===== src/rtl/lms_pkg.sv =====
// lms_pkg: shared definitions for the LMS sample aligner.
//   state_e   - pairing FSM states (IDLE/WAIT/EMIT/HOLD)
//   DEFAULT_W - default sample width
//   clog2()   - ceiling log2, used to size the timer, gap counter and FIFO pointers
package lms_pkg;

    typedef enum logic [1:0] {
        ST_IDLE = 2'd0,
        ST_WAIT = 2'd1,
        ST_EMIT = 2'd2,
        ST_HOLD = 2'd3
    } state_e;

    localparam int DEFAULT_W = 16;

    // Number of bits needed to hold values 0 .. value-1.
    function automatic int clog2(input int value);
        int result;
        result = 0;
        for (int v = value - 1; v > 0; v = v >> 1) begin
            result++;
        end
        return result;
    endfunction

endpackage


===== src/rtl/sample_fifo.sv =====
// sample_fifo: single-channel first-word-fall-through sample buffer.
//   clk, rst - rising-edge clock, synchronous active-high reset
//   push/din - write din on this edge (dropped if full and not popped)
//   pop      - remove the head on this edge (ignored when empty)
//   dout     - current head sample
//   empty    - no samples stored
//   full     - DEPTH samples stored
//   ovf      - sticky: a sample was dropped; cleared only by rst
module sample_fifo
    import lms_pkg::*;
#(
    parameter int W     = DEFAULT_W,
    parameter int DEPTH = 4
) (
    input  logic         clk,
    input  logic         rst,
    input  logic         push,
    input  logic [W-1:0] din,
    input  logic         pop,
    output logic [W-1:0] dout,
    output logic         empty,
    output logic         full,
    output logic         ovf
);

    localparam int PTR_W = clog2(DEPTH);
    localparam int CNT_W = PTR_W + 1;

    logic [W-1:0]     mem_q [DEPTH];
    logic [PTR_W-1:0] wr_ptr_q, wr_ptr_d;
    logic [PTR_W-1:0] rd_ptr_q, rd_ptr_d;
    logic [CNT_W-1:0] count_q, count_d;
    logic             ovf_q, ovf_d;
    logic             wr_en, rd_en;

    assign empty = (count_q == '0);
    assign full  = (count_q == CNT_W'(DEPTH));
    assign dout  = mem_q[rd_ptr_q];
    assign ovf   = ovf_q;

    always_comb begin
        rd_en    = pop && !empty;
        // A full FIFO still accepts a push when the head leaves on the same edge.
        wr_en    = push && (!full || rd_en);
        ovf_d    = ovf_q || (push && full && !rd_en);
        wr_ptr_d = wr_ptr_q;
        rd_ptr_d = rd_ptr_q;
        count_d  = count_q;
        if (wr_en) begin
            wr_ptr_d = wr_ptr_q + PTR_W'(1);
        end
        if (rd_en) begin
            rd_ptr_d = rd_ptr_q + PTR_W'(1);
        end
        if (wr_en && !rd_en) begin
            count_d = count_q + CNT_W'(1);
        end else if (rd_en && !wr_en) begin
            count_d = count_q - CNT_W'(1);
        end
    end

    always_ff @(posedge clk) begin
        if (rst) begin
            wr_ptr_q <= '0;
            rd_ptr_q <= '0;
            count_q  <= '0;
            ovf_q    <= 1'b0;
        end else begin
            wr_ptr_q <= wr_ptr_d;
            rd_ptr_q <= rd_ptr_d;
            count_q  <= count_d;
            ovf_q    <= ovf_d;
        end
    end

    // Sample storage carries no reset; occupancy alone decides what is valid.
    always_ff @(posedge clk) begin
        if (wr_en) begin
            mem_q[wr_ptr_q] <= din;
        end
    end

endmodule


===== src/rtl/lms_sample_aligner.sv =====
// lms_sample_aligner: pairs the reference (u) and desired (d) sample streams
// for an LMS filter, spacing emitted pairs at least GAP clocks apart and
// emitting a partial pair when one stream stalls for TIMEOUT clocks.
//   clk, rst              - rising-edge clock, synchronous active-high reset
//   u_in/u_valid          - reference sample and one-cycle push strobe
//   d_in/d_valid          - desired sample and one-cycle push strobe
//   u_out/d_out           - registered samples presented to the filter
//   valid_u_out/valid_d_out - one-cycle strobes, high only in the EMIT cycle
//   ovf_u/ovf_d           - sticky per-channel FIFO overflow flags
//   miss_cnt              - saturating count of partial emits
module lms_sample_aligner
    import lms_pkg::*;
#(
    parameter int W       = DEFAULT_W,
    parameter int DEPTH   = 4,
    parameter int GAP     = 17,
    parameter int TIMEOUT = 4096
) (
    input  logic         clk,
    input  logic         rst,
    input  logic [W-1:0] u_in,
    input  logic         u_valid,
    input  logic [W-1:0] d_in,
    input  logic         d_valid,
    output logic [W-1:0] u_out,
    output logic [W-1:0] d_out,
    output logic         valid_u_out,
    output logic         valid_d_out,
    output logic         ovf_u,
    output logic         ovf_d,
    output logic [15:0]  miss_cnt
);

    localparam int TIMER_W = clog2(TIMEOUT);
    localparam int GAP_W   = clog2(GAP);
    localparam logic [TIMER_W-1:0] TIMER_LAST = TIMER_W'(TIMEOUT - 1);
    localparam logic [GAP_W-1:0]   GAP_LAST   = GAP_W'(GAP - 2);

    logic [W-1:0] u_head, d_head;
    logic         u_empty, d_empty, u_full, d_full;
    logic         u_ne, d_ne;
    logic         pop_u, pop_d;
    logic         unused_full;

    state_e             state_q, state_d;
    logic [TIMER_W-1:0] timer_q, timer_d;
    logic [GAP_W-1:0]   gap_q, gap_d;
    logic [W-1:0]       u_out_q, u_out_d;
    logic [W-1:0]       d_out_q, d_out_d;
    logic               valid_u_q, valid_u_d;
    logic               valid_d_q, valid_d_d;
    logic [15:0]        miss_q, miss_d;
    logic               decide, emit_go, partial;

    sample_fifo #(.W(W), .DEPTH(DEPTH)) u_fifo (
        .clk   (clk),
        .rst   (rst),
        .push  (u_valid),
        .din   (u_in),
        .pop   (pop_u),
        .dout  (u_head),
        .empty (u_empty),
        .full  (u_full),
        .ovf   (ovf_u)
    );

    sample_fifo #(.W(W), .DEPTH(DEPTH)) d_fifo (
        .clk   (clk),
        .rst   (rst),
        .push  (d_valid),
        .din   (d_in),
        .pop   (pop_d),
        .dout  (d_head),
        .empty (d_empty),
        .full  (d_full),
        .ovf   (ovf_d)
    );

    assign unused_full = u_full ^ d_full;
    assign u_ne        = !u_empty;
    assign d_ne        = !d_empty;
    assign pop_u       = emit_go && u_ne;
    assign pop_d       = emit_go && d_ne;

    always_comb begin
        state_d   = state_q;
        timer_d   = timer_q;
        gap_d     = gap_q;
        u_out_d   = u_out_q;
        d_out_d   = d_out_q;
        valid_u_d = 1'b0;
        valid_d_d = 1'b0;
        miss_d    = miss_q;
        decide    = 1'b0;
        emit_go   = 1'b0;
        partial   = 1'b0;

        unique case (state_q)
            ST_IDLE: decide = 1'b1;
            ST_WAIT: begin
                if (u_ne && d_ne) begin
                    emit_go = 1'b1;
                end else if (timer_q == TIMER_LAST) begin
                    emit_go = 1'b1;
                    partial = 1'b1;
                end else begin
                    timer_d = timer_q + TIMER_W'(1);
                end
            end
            ST_EMIT: begin
                state_d = ST_HOLD;
                gap_d   = '0;
            end
            ST_HOLD: begin
                // The last HOLD cycle makes the IDLE decision itself, so a
                // backlogged pair is emitted exactly GAP clocks after the last.
                if (gap_q == GAP_LAST) begin
                    decide = 1'b1;
                end else begin
                    gap_d = gap_q + GAP_W'(1);
                end
            end
        endcase

        if (decide) begin
            if (u_ne && d_ne) begin
                emit_go = 1'b1;
            end else if (u_ne || d_ne) begin
                state_d = ST_WAIT;
                timer_d = '0;
            end else begin
                state_d = ST_IDLE;
            end
        end

        if (emit_go) begin
            state_d = ST_EMIT;
            if (u_ne) begin
                u_out_d   = u_head;
                valid_u_d = 1'b1;
            end
            if (d_ne) begin
                d_out_d   = d_head;
                valid_d_d = 1'b1;
            end
            if (partial && (miss_q != 16'hFFFF)) begin
                miss_d = miss_q + 16'd1;
            end
        end
    end

    always_ff @(posedge clk) begin
        if (rst) begin
            state_q   <= ST_IDLE;
            timer_q   <= '0;
            gap_q     <= '0;
            u_out_q   <= '0;
            d_out_q   <= '0;
            valid_u_q <= 1'b0;
            valid_d_q <= 1'b0;
            miss_q    <= '0;
        end else begin
            state_q   <= state_d;
            timer_q   <= timer_d;
            gap_q     <= gap_d;
            u_out_q   <= u_out_d;
            d_out_q   <= d_out_d;
            valid_u_q <= valid_u_d;
            valid_d_q <= valid_d_d;
            miss_q    <= miss_d;
        end
    end

    assign u_out       = u_out_q;
    assign d_out       = d_out_q;
    assign valid_u_out = valid_u_q;
    assign valid_d_out = valid_d_q;
    assign miss_cnt    = miss_q;

endmodule


===== config.mk =====
export PLATFORM = sky130hd
export DESIGN_NAME = lms_sample_aligner
export DESIGN_NICKNAME = d
export VERILOG_FILES = /design/src/rtl/lms_pkg.sv /design/src/rtl/sample_fifo.sv /design/src/rtl/lms_sample_aligner.sv
export SDC_FILE = /design/constraint.sdc
export NUM_CORES = 1
export LEC_CHECK = 0
export ABC_AREA = 1
export BUFFER_PORTS_ARGS = -buffer_cell sky130_fd_sc_hd__buf_2
export CAP_MARGIN = 25
export CORE_MARGIN = 10
export CORE_UTILIZATION = 30
export CTS_BUF_LIST = sky130_fd_sc_hd__clkbuf_16
export CTS_CLUSTER_DIAMETER = 50
export DETAILED_ROUTE_END_ITERATION = 8
export GPL_TIMING_DRIVEN = 1
export PLACE_DENSITY = 0.57
export SETUP_SLACK_MARGIN = 0.1
export SYNTH_ARGS = -nofsm -noshare
export SYNTH_HDL_FRONTEND = slang
export SYNTH_SLANG_ARGS = --single-unit
export TNS_END_PERCENT = 10

===== constraint.sdc =====
create_clock -name clk -period 3.15 [get_ports clk]
set_input_delay 0.315 -clock clk [delete_from_list [all_inputs] [get_ports clk]]
set_output_delay 0.315 -clock clk [all_outputs]
set_load 0.005 [all_outputs]

==> reports/results.ini, run 1 <==
[run_status]
status = completed

[setup_path]
critPathKind = reg2reg
r2r_start = gap_q[0]
reg2regPathDepth = 20
cp_max_fo = 6
cp-start-kind = register
critPathCaptureType = register
reg2reg_slack_ns = 0.36
worst_r2r_endpoint = d_fifo.count_q[2]
crit_arrival_ns = 3.23
crit_required_ns = 3.59

[logic_synthesis]
yosysSeqAreaShare_pct = 61.01
synthCells = 943
ys_seq_elements = 213
syn_area_per_cell_um2 = 9.638
yosys-top-cells-area = edfxtp_1 42%, dfxtp_1 19%, nor2_1 6.4%
synth_top_area_share_pct = 42.29
ys_warn_count = 0
netlist_area_um2 = 9089
ys_types = 34
yosysTopAreaCell = edfxtp_1
synth_fp_nets = 1000

[clocking]
worstSkewPairLatency_ns = 0.51
clk_path_buf_depth = 3
clk_pin_slew_ns = 0.05
ctsRootBufferMaster = clkbuf_16
tritoncts = yes
cts_made_buffers = 25
h-tree-depth = 1
clock_sinks = 213

[power]
p_per_area_nw_per_um2 = 775.1
clkPwrFrac_pct = 32.0
netSwitchingPower_mw = 2.719
vdd_ir_drop_max_mv = 0.3847
seq_power_share_pct = 43.2
p_int_mw = 5.622
leakage_nw = 4.025
p_comb_share_pct = 24.8
swShare_pct = 32.60

[global_routing]
antenna_found_initial = 1
grt_pass1_vias = 6494
grt_use_total_pct = 10.77
grt_max_degree = 62
grt-ovfl-total = 0
grt_pass1_wl_um = 34200

[sta]
tns_ns = 0
fin_crit_sh_pct = 88.60
slew_violations = 0
fmax_mhz = 358.3
setup_viol = 0
slew_headroom_pct = 35.37
fin_worst_hold_slack_ns = 0.02086
clock-skew-final_ns = 0.01433
fin_crit_ns = 2.791
rsz0062_at_grt = yes
worst_pin_slew_ns = 0.9684
hold_viol = 0

[routing]
post_drt_wl_per_cell_um = 14.57
routed_via_density = 4.574
drt_pre_antenna_iters = 4
drt_iter0_markers = 274
wl_um = 21020
drc_errors = 0
num_vias = 6595
ant_nets = 0

[finish]
nets = 1091
drive_gt1_share_pct = 16.35
antennaDiodeCount = 0
syn_to_final_growth_pct = 18.39
final_util_pct = 36.11
fin_cells = 1442

[floorplan]
die-height_um = 194.1
die-width_um = 194.1
core_um2 = 29800
rows = 63
initial_core_util_pct = 30.50
die_area_um2 = 37660
num_io_pins = 88

[placed_design]
detailed_place_hpwl_um = 13200
gp_congestion = 0.7742
place_inst = 1395
port_buffers = 87

[hold_path]
holdPathEnd = d_fifo.mem_q[0][9]
whs_path_depth = 1
hold_path.class = in2reg
min_from = d_in[9]

[job]
max_cap_violations = 0

-- sequential cells by signal (all words and copies together) (netlist names) --
| signal | count |
|---|---|
| d_fifo.mem_q | 64 |
| u_fifo.mem_q | 64 |
| d_out | 16 |
| miss_cnt | 16 |
| u_out | 16 |
| timer_q | 12 |
| gap_q | 5 |
| d_fifo.count_q | 3 |
| u_fifo.count_q | 3 |
| d_fifo.rd_ptr_q | 2 |
| d_fifo.wr_ptr_q | 2 |
| state_q | 2 |
| u_fifo.rd_ptr_q | 2 |
| u_fifo.wr_ptr_q | 2 |
| d_fifo.ovf | 1 |
| u_fifo.ovf | 1 |
| valid_d_out | 1 |
| valid_u_out | 1 |
-- final cells by class --
| class | instances | area, µm² |
|---|---|---|
| fillers | 3028 | 19040 |
| inverters | 60 | 230.2 |
| well taps | 390 | 488.0 |
| multi-input cells | 625 | 3118 |
| clock buffers | 26 | 650.6 |
| flip-flops and latches | 213 | 5548 |
| repair buffers | 109 | 605.6 |
| clock inverters | 19 | 120.1 |
-- cell families (layout without fill, tap and decap cells) --
logic type	count (synthesis)	after routing	synth area share [%]
xor gates and xnor gates	19	19	1.831
and+or+nand+nor	394	394	18.43
adders and majority gates	21	21	3.056
DFF	213	213	61.01
AOI/OAI and AO/OA	191	191	10.63
buffers and inverters	105	214	5.038
-- metal layers --
metal	wire (µm)	global-route usage [%]
met3	1018	2.403
met5	18	0
met4	328	2.839
met1	9449	13.48
met2	10200	18.27
-- worst max path at each step --
stage / to / slack [ns] / startpoint / cells after the start
2_1_floorplan: d_fifo.mem_q[0][0] / 0.37 / gap_q[0] / 12
3_3_place_gp: d_fifo.count_q[2] / 0.25 / gap_q[0] / 20
3_5_place_dp: u_fifo.count_q[2] / 0.15 / gap_q[0] / 20
4_1_cts: u_fifo.count_q[2] / 0.13 / gap_q[0] / 20
5_1_grt: d_fifo.count_q[2] / 0.10 / gap_q[0] / 20
6_report: d_fifo.count_q[2] / 0.36 / gap_q[0] / 20
-- what timing repair did --
item	in CTS	in global routing
endpoints found under the hold margin	8	0
hold buffers	2	0
resized for setup	0	11
endpoints found under the setup margin	0	4
setup buffers	0	0
-- cells in the final DEF (no fill, tap or decap), types with 8 or more instances in the layout --
master	count
inv_1	63
nand3_1	58
nor2_1	155
edfxtp_1	128
a21oi_1	70
nand2_2	8
xor2_1	12
nor3_1	11
buf_2	87
dfxtp_1	83
nand2_1	137
clkbuf_16	26
o21ai_0	113
buf_4	20
ha_1	18
-- cell usage after synthesis (all sizes together) --
master,count
buf,16
nor3,12
nand4,7
and2,1
clkinv,1
nand2,149
edfxtp,128
a21oi,70
nor4,1
xor2,12
nand3,59
nor2,162
nand3b,3
xnor2,7
clkbuf,29
dfxtp,85
o21ai,117
inv,59
a31oi,3
o21bai,1
fa,2
ha,19
-- critical path: stages, from the launching register on --
cell and delay (ns):
dfxtp_2 0.35, ha_1 0.17, inv_1 0.06, nor3_2 0.11, ha_2 0.21, nand2_1 0.06
nand2_1 0.07, nand2_2 0.09, o21bai_4 0.16, nand2_4 0.11, nand2_2 0.12, nand2_2 0.09
inv_1 0.07, ha_1 0.13, inv_1 0.06, fa_1 0.38, nor2_1 0.11, nor2_1 0.04
nand2_1 0.07, o21ai_0 0.08, a21oi_1 0.15
-- metrics by stage --
stage | total power [mW] | worst slack (ns) | area (µm²)
2_1_floorplan | 5.073 | 0.3658 | 9089
3_3_place_gp | 5.680 | 0.2521 | 9935
3_5_place_dp | 5.725 | 0.1477 | 9935
4_1_cts | 8.425 | 0.1295 | 10730
5_1_grt | 8.905 | 0.1043 | 10760
6_report | 8.341 | 0.3590 | 10760
-- power groups by stage --
stage,logic (mW),registers (mW),clock network [mW]
floorplan,1.46,3.62,0
global placement,2.03,3.65,0
detailed placement,2.06,3.66,0
CTS,2.08,3.61,2.74
global route,2.38,3.66,2.87
finish,2.07,3.60,2.67
Power figures use the tool's default switching activity.
==> inputs of run 2 (changes only) <==
--- a/config.mk
+++ b/config.mk
@@ -9,12 +9,12 @@
 export BUFFER_PORTS_ARGS = -buffer_cell sky130_fd_sc_hd__buf_2
 export CAP_MARGIN = 25
 export CORE_MARGIN = 10
-export CORE_UTILIZATION = 30
+export CORE_UTILIZATION = 55
 export CTS_BUF_LIST = sky130_fd_sc_hd__clkbuf_16
 export CTS_CLUSTER_DIAMETER = 50
 export DETAILED_ROUTE_END_ITERATION = 8
 export GPL_TIMING_DRIVEN = 1
-export PLACE_DENSITY = 0.57
+export PLACE_DENSITY = 0.86
 export SETUP_SLACK_MARGIN = 0.1
 export SYNTH_ARGS = -nofsm -noshare
 export SYNTH_HDL_FRONTEND = slang
==> run 2 against run 1 <==
  * Routed wire length shrank 7.5%
  * Combinational power about the same
  * Critical path depth unchanged
  * Via count is 2.9% higher
  * Sequential share of layout area grew 1.3 points
  * Sequential power about the same
  * Final cell count fell by 12%
  * Count of clock-buffer cells in the layout shrank 1
  * Hold slack worse by 0.0013 ns
  * Die area shrank 41%
==> reports/results.ini, run 2 (same netlist as run 1, synthesis figures left out) <==
[finish]
final_util_pct = 65.40  ; +29 points
reg_top3 = d_fifo.mem_q: 64 flops, u_fifo.mem_q: 64 flops
nets = 1092  ; +0.092%
syn_to_final_growth_pct = 15.54
final_cell_mix = 155 x nor2_1, 137 x nand2_1, 128 x edfxtp_1
final_common_cell = nor2_1
drive_gt1_share_pct = 16.33  ; about the same
antennaDiodeCount = 0  ; unchanged
fill_cells = 1201  ; -60%

[routing]
drt_iter0_markers = 459  ; +68%
wl_met2_um = 9873  ; -3.2%
wl_met3_um = 1052  ; +3.3%
routed_via_density = 5.348  ; +17%
highest_layer = met4
ant_nets = 0  ; unchanged
wl_met1_um = 8214  ; -13%
drc_errors = 0  ; unchanged
num_vias = 6786  ; +2.9%
drt_pre_antenna_iters = 5  ; +1
wl_um = 19450  ; -7.5%
post_drt_wl_per_cell_um = 15.32  ; +5.1%

[setup_path]
critPathKind = reg2reg
crit_arrival_ns = 3.28  ; +0.05 ns
cp-start-kind = register
cp_max_fo = 5  ; -1
crit_slowest_cell = fa_1
reg2regPathDepth = 20  ; unchanged
critPathCaptureType = register
reg2reg_slack_ns = 0.29  ; -0.07 ns
worst_r2r_endpoint = u_fifo.count_q[2]
cp_cell_sequence = ha_2 > inv_1 > nor3_2 > ha_2 > nand2_1 > nand2_1 > nand2_2 > o21bai_2 > nand2_4 > nand2_4 > nand2_2 > inv_1 > ha_1 > inv_1 > fa_1 > nor2_1 > nor2_1 > nand2_1 > o21ai_0 > a21oi_1
r2r_start = gap_q[1]
crit_required_ns = 3.58  ; about the same
slowest_delay_ns = 0.38  ; about the same

[power]
p_per_area_nw_per_um2 = 776.9  ; +0.22%
leakage_nw = 4.010  ; -0.35%
vdd_ir_drop_max_mv = 0.4935  ; +28%

[hold_path]
min_from = d_in[4]
holdPathEnd = d_fifo.mem_q[0][4]
whs_path_depth = 1  ; unchanged
hold_path.class = in2reg

[clocking]
clk_path_buf_depth = 3  ; unchanged
cts_made_buffers = 24  ; -4.0%
ctsRootBufferMaster = clkbuf_16
clock_sinks = 213  ; unchanged
worstSkewPairLatency_ns = 0.51  ; about the same
h-tree-depth = 1  ; unchanged
clk_pin_slew_ns = 0.06  ; about the same
tritoncts = yes

[sta]
rsz0062_at_grt = no
fmax_mhz = 350.1  ; -2.3%
hold_viol = 0  ; unchanged
fin_crit_ns = 2.856  ; +0.06539 ns
fin_crit_sh_pct = 90.68  ; +2.1 points
setup_viol = 0  ; unchanged
slew_headroom_pct = 34.51  ; -0.86 points
slew_violations = 0  ; unchanged
worst_pin_slew_ns = 0.9812  ; +0.01287 ns
clock-skew-final_ns = 0.02077  ; +0.006435 ns
tns_ns = 0  ; unchanged

[floorplan]
initial_core_util_pct = 56.60  ; +26 points
die-height_um = 148.6  ; -23%
rows = 46  ; -27%
core_um2 = 16060  ; -46%
die-width_um = 148.6  ; -23%
die_area_um2 = 22070  ; -41%
num_io_pins = 88  ; unchanged

[run_status]
status = completed

[global_routing]
grt_pass1_wl_um = 31370  ; -8.3%
grt-ovfl-total = 0  ; unchanged
grt_max_degree = 62  ; unchanged
antenna_found_initial = 0  ; -1
grt_use_total_pct = 17.05  ; +6.3 points
grt_pass1_vias = 6485  ; -0.14%

[placed_design]
detailed_place_hpwl_um = 12180  ; -7.7%
gp_congestion = 0.8616  ; +11%
port_buffers = 87  ; unchanged

[job]
max_cap_violations = 0  ; unchanged

[run 2: how the worst max path moves through the flow]
stage | from | endpoint | slack (ns) | depth (start not counted)
final | gap_q[1] | u_fifo.count_q[2] | 0.29 | 20
after global routing | gap_q[1] | u_fifo.count_q[2] | 0.04 | 20
after CTS | gap_q[0] | u_fifo.count_q[2] | 0.15 | 20
after detailed placement | gap_q[0] | u_fifo.count_q[2] | 0.12 | 20
after global placement | gap_q[0] | d_fifo.count_q[2] | 0.29 | 20
after floorplan | gap_q[0] | d_fifo.mem_q[0][0] | 0.37 | 12
[run 2: timing repair]
action	in CTS	in global routing
hold buffers	0	0
endpoints found under the setup margin	1	4
buffers inserted	0	3
pin swaps	0	3
gates resized for setup	1	9
[run 2: metrics by stage]
step / worst slack (ns) / area, µm² / hold WS, ns / power (mW) / std cells
6_report: 0.2936 / 10500 / 0.01957 / 8.158 / 1269
5_1_grt: 0.04477 / 10500 / 0.01135 / 8.642 / 1269
4_1_cts: 0.1497 / 10450 / 0.004613 / 8.157 / 1266
3_5_place_dp: 0.1181 / 9732 / 0.4544 / 5.661 / 1222
3_3_place_gp: 0.2902 / 9717 / 0.4489 / 5.582 / 1221
2_1_floorplan: 0.3658 / 9089 / 0.4139 / 5.073 / 943
[run 2: layout make-up]
| cell class | instances | area (µm²) | area share [%] |
|---|---|---|---|
| clock buffers | 25 | 625.6 | 5.957 |
| clock inverters | 19 | 92.59 | 0.8817 |
| inverters | 60 | 230.2 | 2.192 |
| multi-input cells | 625 | 3113 | 29.64 |
| flip-flops and latches | 213 | 5547 | 52.82 |
| well taps | 216 | 270.3 | 2.574 |
| repair buffers | 111 | 623.1 | 5.934 |
[run 2: power breakdown]
part           total [mW]  leakage [nW]  internal (mW)  switching [mW]
clock                2.49         0.380           1.44            1.05
sequential           3.60          1.86           3.38           0.216
combinational        2.07          1.77          0.674            1.40
total                8.16          4.01           5.49            2.66
[run 2: worst max-delay path: cells and delay by family, from the launching register on]
family,cells,cell delay [ns]
compound gates,3,0.43
fa+ha+maj,4,0.94
buf+inv,3,0.20
flops,1,0.36
simple gates,10,0.88
[run 2: per-layer routing]
metal  track usage (%)  vias to the layer above
met4             5.649                        0
met5                 0                        -
li1                  -                     3375
met3             3.277                       24
met2             29.69                      177
met1             20.70                     3210
==> inputs of run 3 (changes only) <==
--- a/config.mk
+++ b/config.mk
@@ -14,8 +14,9 @@
 export CTS_CLUSTER_DIAMETER = 50
 export DETAILED_ROUTE_END_ITERATION = 8
 export GPL_TIMING_DRIVEN = 1
+export HOLD_SLACK_MARGIN = 0.15
 export PLACE_DENSITY = 0.86
-export SETUP_SLACK_MARGIN = 0.1
+export SETUP_SLACK_MARGIN = 0.3
 export SYNTH_ARGS = -nofsm -noshare
 export SYNTH_HDL_FRONTEND = slang
 export SYNTH_SLANG_ARGS = --single-unit
==> run 3 against run 2 <==
  * Non-clock buffer count is 37 higher
  * Clock skew shrank 0.0012 ns
  * First-iteration DRC count grew 17%
  * Routed wire length up 4.8%
  * Count of clock-buffer cells in the layout unchanged
  * Cell area up 3.7%
  * Largest power group unchanged
==> reports/results.ini, run 3 (same netlist as run 1, synthesis figures left out) <==
[sta]
setup_viol = 0  ; unchanged
setup_slack_ns = 0.3478  ; +0.05422 ns
slew_violations = 0  ; unchanged
fin_worst_hold_slack_ns = 0.2087  ; +0.1891 ns
rsz0062_at_grt = yes
tns_ns = 0  ; unchanged
fin_crit_sh_pct = 88.96  ; -1.7 points
fin_crit_ns = 2.802  ; -0.05422 ns
hold_viol = 0  ; unchanged
clock-skew-final_ns = 0.01958  ; -0.001188 ns
slew_headroom_pct = 34.30  ; -0.21 points
worst_pin_slew_ns = 0.9844  ; +0.003149 ns
fmax_mhz = 356.9  ; +1.9%

[floorplan]
rows = 46  ; unchanged
initial_core_util_pct = 56.60  ; unchanged
die-width_um = 148.6  ; unchanged
die-height_um = 148.6  ; unchanged
die_area_um2 = 22070  ; unchanged
num_io_pins = 88  ; unchanged
core_um2 = 16060  ; unchanged

[routing]
post_drt_wl_per_cell_um = 15.61  ; +1.9%
drt_pre_antenna_iters = 5  ; unchanged
num_vias = 6948  ; +2.4%
drc_errors = 0  ; unchanged
ant_nets = 0  ; unchanged
drt_iter0_markers = 539  ; +17%
routed_via_density = 5.320  ; -0.51%
wl_um = 20380  ; +4.8%

[global_routing]
grt_use_total_pct = 17.62  ; +0.57 points
antenna_found_initial = 0  ; unchanged
grt_pass1_wl_um = 32310  ; +3.0%
grt_pass1_vias = 6637  ; +2.3%
grt-ovfl-total = 0  ; unchanged
grt_max_degree = 62  ; unchanged

[setup_path]
critPathKind = reg2reg
crit_arrival_ns = 3.18  ; -0.10 ns
crit_required_ns = 3.53  ; -0.05 ns
cp_max_fo = 4  ; -1
critPathCaptureType = register
cp-start-kind = register

[power]
netSwitchingPower_mw = 2.732  ; +2.5%
swShare_pct = 32.92  ; +0.26 points
clkPwrFrac_pct = 30.1  ; -0.4 points
p_int_mw = 5.567  ; +1.3%
p_per_area_nw_per_um2 = 762.0  ; -1.9%
leakage_nw = 4.165  ; +3.9%
p_comb_share_pct = 26.5  ; +1.1 points
seq_power_share_pct = 43.5  ; -0.6 points
vdd_ir_drop_max_mv = 0.5596  ; +13%

[clocking]
clk_pin_slew_ns = 0.06  ; about the same
clk_path_buf_depth = 3  ; unchanged
worstSkewPairLatency_ns = 0.51  ; about the same
ctsRootBufferMaster = clkbuf_16
clock_sinks = 213  ; unchanged
h-tree-depth = 1  ; unchanged
tritoncts = yes
cts_made_buffers = 24  ; unchanged

[finish]
nets = 1129  ; +3.4%
drive_gt1_share_pct = 16.79  ; +0.45 points
design_area_um2 = 10890  ; +3.7%
syn_to_final_growth_pct = 19.82
final_cell_mix = 154 x nor2_1, 137 x nand2_1, 128 x edfxtp_1
fin_cells = 1306  ; +2.9%
reg_top3 = d_fifo.mem_q: 64 flops, u_fifo.mem_q: 64 flops
antennaDiodeCount = 0  ; unchanged
final_common_cell = nor2_1
fill_cells = 1146  ; -4.6%

[placed_design]
place_ws_ns = 0.1181  ; unchanged
gp_congestion = 0.8616  ; unchanged
detailed_place_hpwl_um = 12180  ; unchanged
port_buffers = 87  ; unchanged
place_area_um2 = 9732  ; unchanged
place_inst = 1222  ; unchanged

[run_status]
status = completed

[hold_path]
hold_path.class = in2reg

[job]
max_cap_violations = 0  ; unchanged

## run 3: changes by cell type in the layout (fill, tap and decap cells not counted), sizes merged
cell         before  now
dlygate4sd3       0   32
buf             111  116
## run 3: per-stage QoR
step | power, mW | utilization [%]
3_3_place_gp | 5.582 | 60.51
4_1_cts | 8.221 | 67.34
3_5_place_dp | 5.661 | 60.60
2_1_floorplan | 5.073 | -
5_1_grt | 8.777 | 67.82
6_report | 8.299 | 67.82
## run 3: cell type report
| class | instances | area [µm²] | area share (%) |
|---|---|---|---|
| clock buffers | 25 | 625.6 | 5.745 |
| well taps | 216 | 270.3 | 2.482 |
| inverters | 60 | 230.2 | 2.114 |
| clock inverters | 19 | 92.59 | 0.8502 |
| repair buffers | 148 | 980.9 | 9.007 |
| flip-flops and latches | 213 | 5548 | 50.94 |
| multi-input cells | 625 | 3143 | 28.86 |
## run 3: timing repair
action / in CTS / in global routing
buffers inserted: 3 / 5
hold buffers: 32 / 0
hold endpoints to repair: 128 / 0
gates resized for setup: 8 / 12
pin swaps: 3 / 7
setup endpoints to repair: 4 / 4
gates cloned: 0 / 0
## run 3: path summary, 6_finish.rpt
check                           startpoint                 to  slack [ns]  depth (start not counted)
worst min-delay path               u_valid         u_fifo.ovf        0.21                          3
worst min register to register   u_out[12]          u_out[12]        0.46                          2
worst max register to register    gap_q[0]  d_fifo.count_q[1]        0.35                         16
worst max-delay path              gap_q[0]  d_fifo.count_q[1]        0.35                         16
## run 3: power groups by stage
stage	combinational (mW)	sequential (mW)	clock [mW]
3_3_place_gp	1.95	3.63	0
3_5_place_dp	2.02	3.65	0
6_report	2.20	3.61	2.49
5_1_grt	2.46	3.64	2.67
4_1_cts	2.10	3.59	2.53
2_1_floorplan	1.46	3.62	0
## run 3: worst max-delay path, stage by stage (launching register included)
cell      delay, ns
dfxtp_2        0.36
ha_4           0.14
inv_1          0.05
nor3_2         0.16
ha_2           0.20
nand2_1        0.06
nand2_1        0.08
nand2_2        0.09
o21bai_4       0.18
buf_4          0.13
buf_4          0.11
nand3_1        0.09
ha_1           0.20
inv_1          0.11
fa_2           0.45
o21ai_1        0.19
a21oi_1        0.09
## run 3: per-layer routing
layer / routed length (µm) / vias to the layer above / GRT usage, %
met5: 0 / - / 0
met4: 399 / 0 / 6.095
met3: 946 / 36 / 2.943
met2: 10490 / 173 / 31.17
met1: 8547 / 3282 / 21.16
li1: - / 3457 / -
